File: src/rtl/fifo_drain_fsm.sv
// Read-side FIFO drain controller: hysteresis start, bounded bursts, registered output.
// Define CHECK_PATTERN_EN to build the fixed-pattern checker behind err_count.
module fifo_drain_fsm #(
   parameter int DATA_WIDTH  = 8,
   parameter int COUNT_WIDTH = 4,
   parameter int START_LEVEL = 5,
   parameter int STOP_LEVEL  = 2,
   parameter int MAX_BURST   = 4,
   parameter logic [DATA_WIDTH-1:0] EXPECTED = 8'hAA
) (
   input  logic                   clk,
   input  logic                   rst_n,
   output logic                   rd_en,
   input  logic [DATA_WIDTH-1:0]  fifo_data,
   input  logic [COUNT_WIDTH-1:0] fifo_words,
   output logic [DATA_WIDTH-1:0]  out_data,
   output logic                   out_valid,
   output logic [15:0]            rd_count,
   output logic [7:0]             err_count
);

   localparam int BW = (MAX_BURST > 1) ? $clog2(MAX_BURST) : 1;
   localparam logic [COUNT_WIDTH-1:0] START_W = COUNT_WIDTH'(START_LEVEL);
   localparam logic [COUNT_WIDTH-1:0] STOP_W  = COUNT_WIDTH'(STOP_LEVEL);
   localparam logic [BW-1:0]          LAST    = BW'(MAX_BURST - 1);

   typedef enum logic [1:0] {
      IDLE   = 2'd0,
      READ   = 2'd1,
      SETTLE = 2'd2
   } state_t;

   state_t        state;
   logic [BW-1:0] burst_cnt;
   logic          rd_q;

   // Occupancy above STOP_LEVEL guarantees at least one word is present.
   assign rd_en = rst_n && (state == READ) && (fifo_words > STOP_W);

   always_ff @(posedge clk) begin
      if (!rst_n) begin
         state     <= IDLE;
         burst_cnt <= '0;
         rd_q      <= 1'b0;
         out_valid <= 1'b0;
         out_data  <= '0;
         rd_count  <= '0;
      end else begin
         rd_q <= rd_en;
         if (rd_q) begin
            out_data  <= fifo_data;
            out_valid <= 1'b1;
            rd_count  <= rd_count + 16'd1;
         end else begin
            out_valid <= 1'b0;
         end
         case (state)
            IDLE: begin
               burst_cnt <= '0;
               if (fifo_words >= START_W)
                  state <= READ;
            end
            READ: begin
               if (rd_en)
                  burst_cnt <= burst_cnt + 1'b1;
               if (!rd_en || (burst_cnt == LAST))
                  state <= SETTLE;
            end
            SETTLE: state <= IDLE;
            default: state <= IDLE;
         endcase
      end
   end

`ifdef CHECK_PATTERN_EN
   always_ff @(posedge clk) begin
      if (!rst_n)
         err_count <= '0;
      else if (rd_q && (fifo_data != EXPECTED) && (err_count != 8'hFF))
         err_count <= err_count + 8'd1;
   end
`else
   logic [DATA_WIDTH-1:0] unused_pattern;
   assign unused_pattern = EXPECTED;
   assign err_count      = 8'd0;
`endif

endmodule

File: config.mk
export PLATFORM = sky130hd
export DESIGN_NAME = fifo_drain_fsm
export DESIGN_NICKNAME = d
export VERILOG_FILES = /design/src/rtl/fifo_drain_fsm.sv
export SDC_FILE = /design/constraint.sdc
export NUM_CORES = 1
export LEC_CHECK = 0
export ABC_CLOCK_PERIOD_IN_PS = 1800
export CORE_AREA = 4 4 78 80
export CTS_CLUSTER_SIZE = 20
export DETAILED_ROUTE_END_ITERATION = 7
export DIE_AREA = 0 0 82 84
export HOLD_SLACK_MARGIN = 0.06
export SLEW_MARGIN = 20
export SYNTH_ARGS = -nofsm -noshare
export SYNTH_HDL_FRONTEND = slang
export SYNTH_SLANG_ARGS = --single-unit
File: constraint.sdc
create_clock -name clk -period 1.8 [get_ports clk]
set_clock_uncertainty 0.15 [all_clocks]
set_input_delay 0.27 -clock clk [delete_from_list [all_inputs] [get_ports clk]]
set_output_delay 0.27 -clock clk [all_outputs]
set_load 0.01 [all_outputs]
==> results of run 1 <==
[power by group through the flow]
stage	logic [W]	registers, W	clock network, W
floorplan	0.0000710	0.000710	0
global placement	0.000150	0.000705	0
detailed placement	0.000152	0.000705	0
CTS	0.000152	0.000691	0.000516
global route	0.000165	0.000692	0.000542
finish	0.000151	0.000690	0.000484
[cell usage after synthesis (all sizes together), types with 3 or more instances]
library cell	number	area, um2
nor4	3	25.02
a21oi	5	25.02
nand2	5	21.27
nand4	5	43.79
nor2	29	108.9
xnor2	7	61.31
dfxtp	30	600.6
buf	10	70.07
mux2i	10	100.1
nor3	3	15.01
nand3	7	35.03
xor2	6	52.55
[per-stage QoR]
stage	util (%)	power [W]	setup TNS, ns	area, um2
after floorplan	-	0.0007808	0	1340
after global placement	34.05	0.0008550	-0.5324	1841
after detailed placement	34.05	0.0008567	-0.6150	1841
after CTS	35.46	0.001359	0	1917
after global routing	35.49	0.001400	0	1918
final	35.49	0.001325	0	1918
[logic make-up (layout without fill, tap and decap cells)]
kind of cell,after synthesis,count (layout),synth area share (%)
AO/OA/AOI/OAI,10,10,5.047
XOR/XNOR,13,13,8.667
adder cells (fa/ha/maj),2,2,1.904
buffers and inverters,15,62,6.762
flip-flops,30,30,45.71
multiplexers,10,10,7.619
other,1,8,0.2854
AND/OR/NAND/NOR,61,61,24.00
[final cells by class]
cell class | count | area share (%)
well taps | 72 | 4.697
flip-flops and latches | 30 | 31.38
clock buffers | 7 | 3.979
multi-input cells | 104 | 34.18
repair buffers | 52 | 25.11
inverters | 3 | 0.6523
[per-layer routing]
metal | up-vias | share of wire [%]
met5 | - | 0
met4 | 0 | 2.3
met3 | 8 | 8.6
met2 | 39 | 47
met1 | 513 | 42
li1 | 571 | -
[flip-flops by register name, summed over array words and instances (netlist names)]
name	cells
burst_cnt	2
out_data	8
out_valid	1
rd_count	16
rd_q	1
state	2
[path summary, 6_finish.rpt]
kind                                    from      endpoint  slack (ns)
worst min-delay path            burst_cnt[1]  burst_cnt[1]        0.33
worst min register to register  burst_cnt[1]  burst_cnt[1]        0.33
worst max-delay path             rd_count[8]   rd_count[8]        0.08
worst max register to register   rd_count[0]  rd_count[14]        0.19
[repair_timing]
item,4_1_cts,5_1_grt
endpoints found under the hold margin,0,0
pin swaps,0,0
endpoints found under the setup margin,1,1
resized for setup,7,1
==> results.cfg, run 1 <==
[placed_design]
placedCellCount = 261
place_worst_setup_slack_ns = -0.4405
gpl.final_weighted_congestion = 0.8167
detailed_place_hpwl_um = 2226
io_buffer_count = 39

[clock_network]
clock-root-buffer = sky130_fd_sc_hd__clkbuf_8
max-clock-path-buffers = 2
clkLatencyLatePin_ns = 0.27
numClockSinks = 30
worst_setup_hold_path_clk_slew_ns = 0.06
cts_hold_repair.buffers = 0
h-tree-depth = 2
cts_setup_buffers = 0
cts_tree = yes
tritoncts.num_buffers = 5

[finish]
mostFrequentLayoutCells = sky130_fd_sc_hd__clkdlybuf4s50_1 (37), sky130_fd_sc_hd__nor2_1 (29), sky130_fd_sc_hd__dfxtp_1 (29)
n_antenna_cell = 0
nets = 212
area.growth.synth_to_final_pct = 46.00
final_common_cell = sky130_fd_sc_hd__clkdlybuf4s50_1
total_area_of_multi_input_combinational_cells_um2 = 655.6
layoutNonFillerInstCount = 268
area.sequential_um2 = 601.8
final_layout_size_suffix_gt1_share_pct = 14.80
filler_cell_count = 586

[global_route]
grt_util_met2_pct = 15.14
globalRouteOverflowTotal = 0
global_route_wire_length_before_repair_um = 4885
grt_use_met3_pct = 3.456
grt_pass1_vias = 1133
global_route.peak_usage_layer = met2
global_route_usage_over_all_layers_pct = 9.186
globalRouteMet1Util_pct = 9.902
grt_max_degree = 26
antenna_found_initial = 0

[worst_hold_path]
holdPathStages = 2
min-delay-path-class = reg -> reg

[setup_path]
end_kind = output port
crit_path_cell_trace = clkdlybuf4s50_1
timing.setup.critical_path_class = reg -> out
critPathBufInv = 1
worst_ep_arrival_time_ns = 1.30
critical-path-top-delay-family = buffers and inverters
cp-start-kind = register
worst_path_max_delay_cell = sky130_fd_sc_hd__clkdlybuf4s50_1
critPathMaxFanout = 5
cp_data_required_time_ns = 1.38
worstSetupPathDepth = 1
critical-path-max-stage-delay_ns = 0.60
timing.reg2reg.worst_path_depth = 5

[drt]
ant_nets_after_route = 0
routed_wire_length_per_instance_um = 11.09
drt_pre_antenna_iters = 4
drt-vias-per-instance = 4.220
num_vias = 1131
drt_wl_total_um = 2972
drtIter0Drc = 19
route.detailed.drc = 0

[sta]
setup-violations-final = 0
final_hold_viol_count = 0
final.period_utilization_pct = 95.39
hold_ws_ns = 0.3277
grt_setup_unrepaired = false
worst_setup_margin_ns = 0.08289
final.min_clock_period_ns = 1.717
report.final.slew_viol_count = 0
clock.fmax_mhz = 582.4

[pwr]
power_density_mw_per_mm2 = 690.7
net-switching-power_w = 0.0002940
share_comb_of_total_power_pct = 11.4
p_sw_share_pct = 22.19
power.clock.fraction_pct = 36.5
seqPwrFrac_pct = 52.1
irDropWorstVdd_uv = 366.4
leakagePower_nw = 0.7191
internal_power_w = 0.001031

[synthesis]
synth.cell_area_mm2 = 0.001314
yosysSeqAreaShare_pct = 45.71
synth_edf_count = 0
synth.ff_latch_count = 30
yosysWarningCount = 0
synth_async_sr_flop_share_pct = 0
syn-instance-count = 142
synth_area_per_cell_um2 = 9.252
yosysUniqueCellTypes = 34
synth_top_flop_cell = sky130_fd_sc_hd__dfxtp_1

[floorplanning]
floorplan.die_area_mm2 = 0.006888
ios = 48
initial_core_util_pct = 24.31
die_h_um = 84
placement_rows = 27
core_area_mm2 = 0.005405
dieWidth_um = 82

[outcome]
run_status = complete, no violations

[job]
max_cap_viols = 0
Note: power is estimated with default switching activity, not from simulation.
==> inputs of run 2 (changes only) <==
--- a/config.mk
+++ b/config.mk
@@ -5,11 +5,12 @@
 export SDC_FILE = /design/constraint.sdc
 export NUM_CORES = 1
 export LEC_CHECK = 0
+export ABC_AREA = 1
 export ABC_CLOCK_PERIOD_IN_PS = 1800
-export CORE_AREA = 4 4 78 80
+export CORE_AREA = 4 4 79 81
 export CTS_CLUSTER_SIZE = 20
 export DETAILED_ROUTE_END_ITERATION = 7
-export DIE_AREA = 0 0 82 84
+export DIE_AREA = 0 0 83 85
 export HOLD_SLACK_MARGIN = 0.06
 export SLEW_MARGIN = 20
 export SYNTH_ARGS = -nofsm -noshare
==> results.cfg, run 2 <==
[global_route]
global_route_usage_over_all_layers_pct = 8.690
grt_util_met2_pct = 14.21
grt_max_degree = 27
globalRouteOverflowTotal = 0
globalRouteMet1Util_pct = 9.725
antenna_found_initial = 0
grt_pass1_vias = 1112
grt_use_met3_pct = 3.883
global_route.peak_usage_layer = met2
global_route_wire_length_before_repair_um = 4988

[drt]
drt-vias-per-instance = 4.016
drtIter0Drc = 31
ant_nets_after_route = 0
drt_wl_total_um = 2949
num_vias = 1225
routed_wire_length_per_instance_um = 9.669
route.detailed.drc = 0
drt_pre_antenna_iters = 4

[clock_network]
cts_hold_repair.buffers = 0
numClockSinks = 30
cts_tree = yes
h-tree-depth = 2
worst_setup_hold_path_clk_slew_ns = 0.06
clock-root-buffer = sky130_fd_sc_hd__clkbuf_8
max-clock-path-buffers = 2
cts_setup_buffers = 0
tritoncts.num_buffers = 5
clkLatencyLatePin_ns = 0.27

[sta]
report.final.slew_viol_count = 0
setup-violations-final = 0
final_hold_viol_count = 0
final.period_utilization_pct = 93.74
grt_setup_unrepaired = false
clock.fmax_mhz = 592.7
hold_ws_ns = 0.3111
final.min_clock_period_ns = 1.687

[synthesis]
synth-compound-area-share_pct = 9.418
yosysUniqueCellTypes = 22
synth_top_family_by_area = simple AND/OR/NAND/NOR gates
synth_async_sr_flop_share_pct = 0
synth.cell_area_mm2 = 0.001355
synth_top_flop_cell = sky130_fd_sc_hd__dfxtp_1
synth_common_cells = sky130_fd_sc_hd__nor2_1 (41), sky130_fd_sc_hd__nand2_1 (31), sky130_fd_sc_hd__dfxtp_1 (30), sky130_fd_sc_hd__inv_1 (25), sky130_fd_sc_hd__o21ai_0 (16)
synth_top_cell_area_share_pct = 44.32
post-synth-top-area-cell = sky130_fd_sc_hd__dfxtp_1
post_synth_main_area_contributors = sky130_fd_sc_hd__dfxtp_1 (44%), sky130_fd_sc_hd__nor2_1 (11%), sky130_fd_sc_hd__nand2_1 (8.6%), sky130_fd_sc_hd__inv_1 (6.9%), sky130_fd_sc_hd__o21ai_0 (5.9%)
synth_edf_count = 0
synth_area_per_cell_um2 = 7.132
yosysSeqAreaShare_pct = 44.32
yosysWarningCount = 0
synth.ff_latch_count = 30
post_synth_and_or_nand_nor_area_fraction_pct = 29.92
post_synthesis_mux_area_share_pct = 0
synth_xor_area_share_pct = 1.293
synthMostInstantiatedCell = sky130_fd_sc_hd__nor2_1
yosys.area_share.adder_pct = 1.847
syn-instance-count = 190

[finish]
top_register = rd_count
biggest_regs = rd_count x16, out_data x8
n_antenna_cell = 0
mostFrequentLayoutCells = sky130_fd_sc_hd__nor2_1 (41), sky130_fd_sc_hd__clkdlybuf4s50_1 (38), sky130_fd_sc_hd__nand2_1 (31)
filler_cell_count = 611
area.growth.synth_to_final_pct = 39.34
nets = 250
largest_register_ff_count = 16
final_layout_size_suffix_gt1_share_pct = 8.155
final_common_cell = sky130_fd_sc_hd__nor2_1

[floorplanning]
floorplan.die_area_mm2 = 0.007055
ios = 48
initial_core_util_pct = 24.76
core_area_mm2 = 0.005473
placement_rows = 27
dieWidth_um = 83
die_h_um = 85

[setup_path]
reg2reg_from = rd_count[1]
critical-path-top-delay-family = buffers and inverters
timing.rr.end = rd_count[12]
worst_path_max_delay_cell = sky130_fd_sc_hd__clkdlybuf4s50_1
cp_data_required_time_ns = 1.38
crit_path_cell_trace = clkdlybuf4s50_1
critPathBufInv = 1
end_kind = output port
r2r_slack_ns = 0.34
critical-path-max-stage-delay_ns = 0.57
timing.reg2reg.worst_path_depth = 6
cp-start-kind = register
timing.setup.critical_path_class = reg -> out
worst_ep_arrival_time_ns = 1.27
critPathMaxFanout = 5

[placed_design]
gpl.final_weighted_congestion = 0.7449
io_buffer_count = 39
detailed_place_hpwl_um = 2226

[worst_hold_path]
hold_path_end = state[1]
min-delay-path-class = reg -> reg
holdCritStartpoint = state[0]
holdPathStages = 2

[job]
max_cap_viols = 0

[pwr]
leakagePower_nw = 0.8237
power_density_mw_per_mm2 = 728.0
design_power_total_w = 0.001375
irDropWorstVdd_uv = 363.8

[outcome]
run_status = complete, no violations
run 2: tightest hold or removal path: stages, from the launching register on:
cell	delay [ns]
sky130_fd_sc_hd__dfxtp_1	0.31
sky130_fd_sc_hd__nand3_1	0.07
sky130_fd_sc_hd__nor2_1	0.04
run 2: where the power goes:
| part | switching [W] | internal, W | leakage, nW |
|---|---|---|---|
| Combinational | 0.0000743 | 0.0000768 | 0.537 |
| Clock | 0.000228 | 0.000294 | 0.0431 |
| Sequential | 0.0000131 | 0.000689 | 0.243 |
| Total | 0.000315 | 0.00106 | 0.824 |
run 2: layout make-up:
cell class	instances	area, um2	share of cell area, %
clock buffer	6	82.58	4.374
timing repair buffer	42	407.9	21.60
tap	72	90.09	4.771
multi-input combinational	129	609.3	32.27
inverter	26	97.59	5.169
sequential	30	600.6	31.81
run 2: logic make-up (layout without fill, tap and decap cells):
kind of cell,count (synthesis),in the layout
AO/OA/AOI/OAI,25,25
XOR/XNOR,2,2
adder cells (fa/ha/maj),2,2
buffers and inverters,38,74
flip-flops,30,30
other,1,8
AND/OR/NAND/NOR,92,92
run 2: per-stage QoR:
step	setup slack (ns)	std cells	area [um2]	utilization (%)	setup TNS, ns
after CTS	0.01324	305	1892	34.57	0
after detailed placement	-0.3656	299	1807	33.01	-0.3963
after floorplan	0.4299	197	1381	-	0
after global routing	0.06179	305	1888	34.50	0
after global placement	-0.3556	299	1807	33.01	-0.3592
final	0.1127	305	1888	34.50	0
run 2: worst max-delay path by stage:
| stage | start | end | slack [ns] | depth (start not counted) |
|---|---|---|---|---|
| 2_1_floorplan | rd_count[0] | rd_count[6] | 0.43 | 7 |
| 3_3_place_gp | fifo_words[1] | rd_en | -0.36 | 6 |
| 3_5_place_dp | fifo_words[1] | rd_en | -0.37 | 6 |
| 4_1_cts | fifo_words[1] | rd_en | 0.01 | 6 |
| 5_1_grt | fifo_words[1] | rd_en | 0.06 | 6 |
| 6_report | rd_count[2] | rd_count[2] | 0.11 | 1 |
run 2: routing by layer:
layer | part of all wire, % | routed length (um)
met1 | 45 | 1328
met2 | 45 | 1316
met3 | 8.4 | 247
met4 | 1.9 | 57
met5 | 0 | 0
run 2: what timing repair did:
item / 4_1_cts / 5_1_grt
endpoints found under the setup margin: 1 / 1
gates resized for setup: 3 / 2
pin swaps: 0 / 0
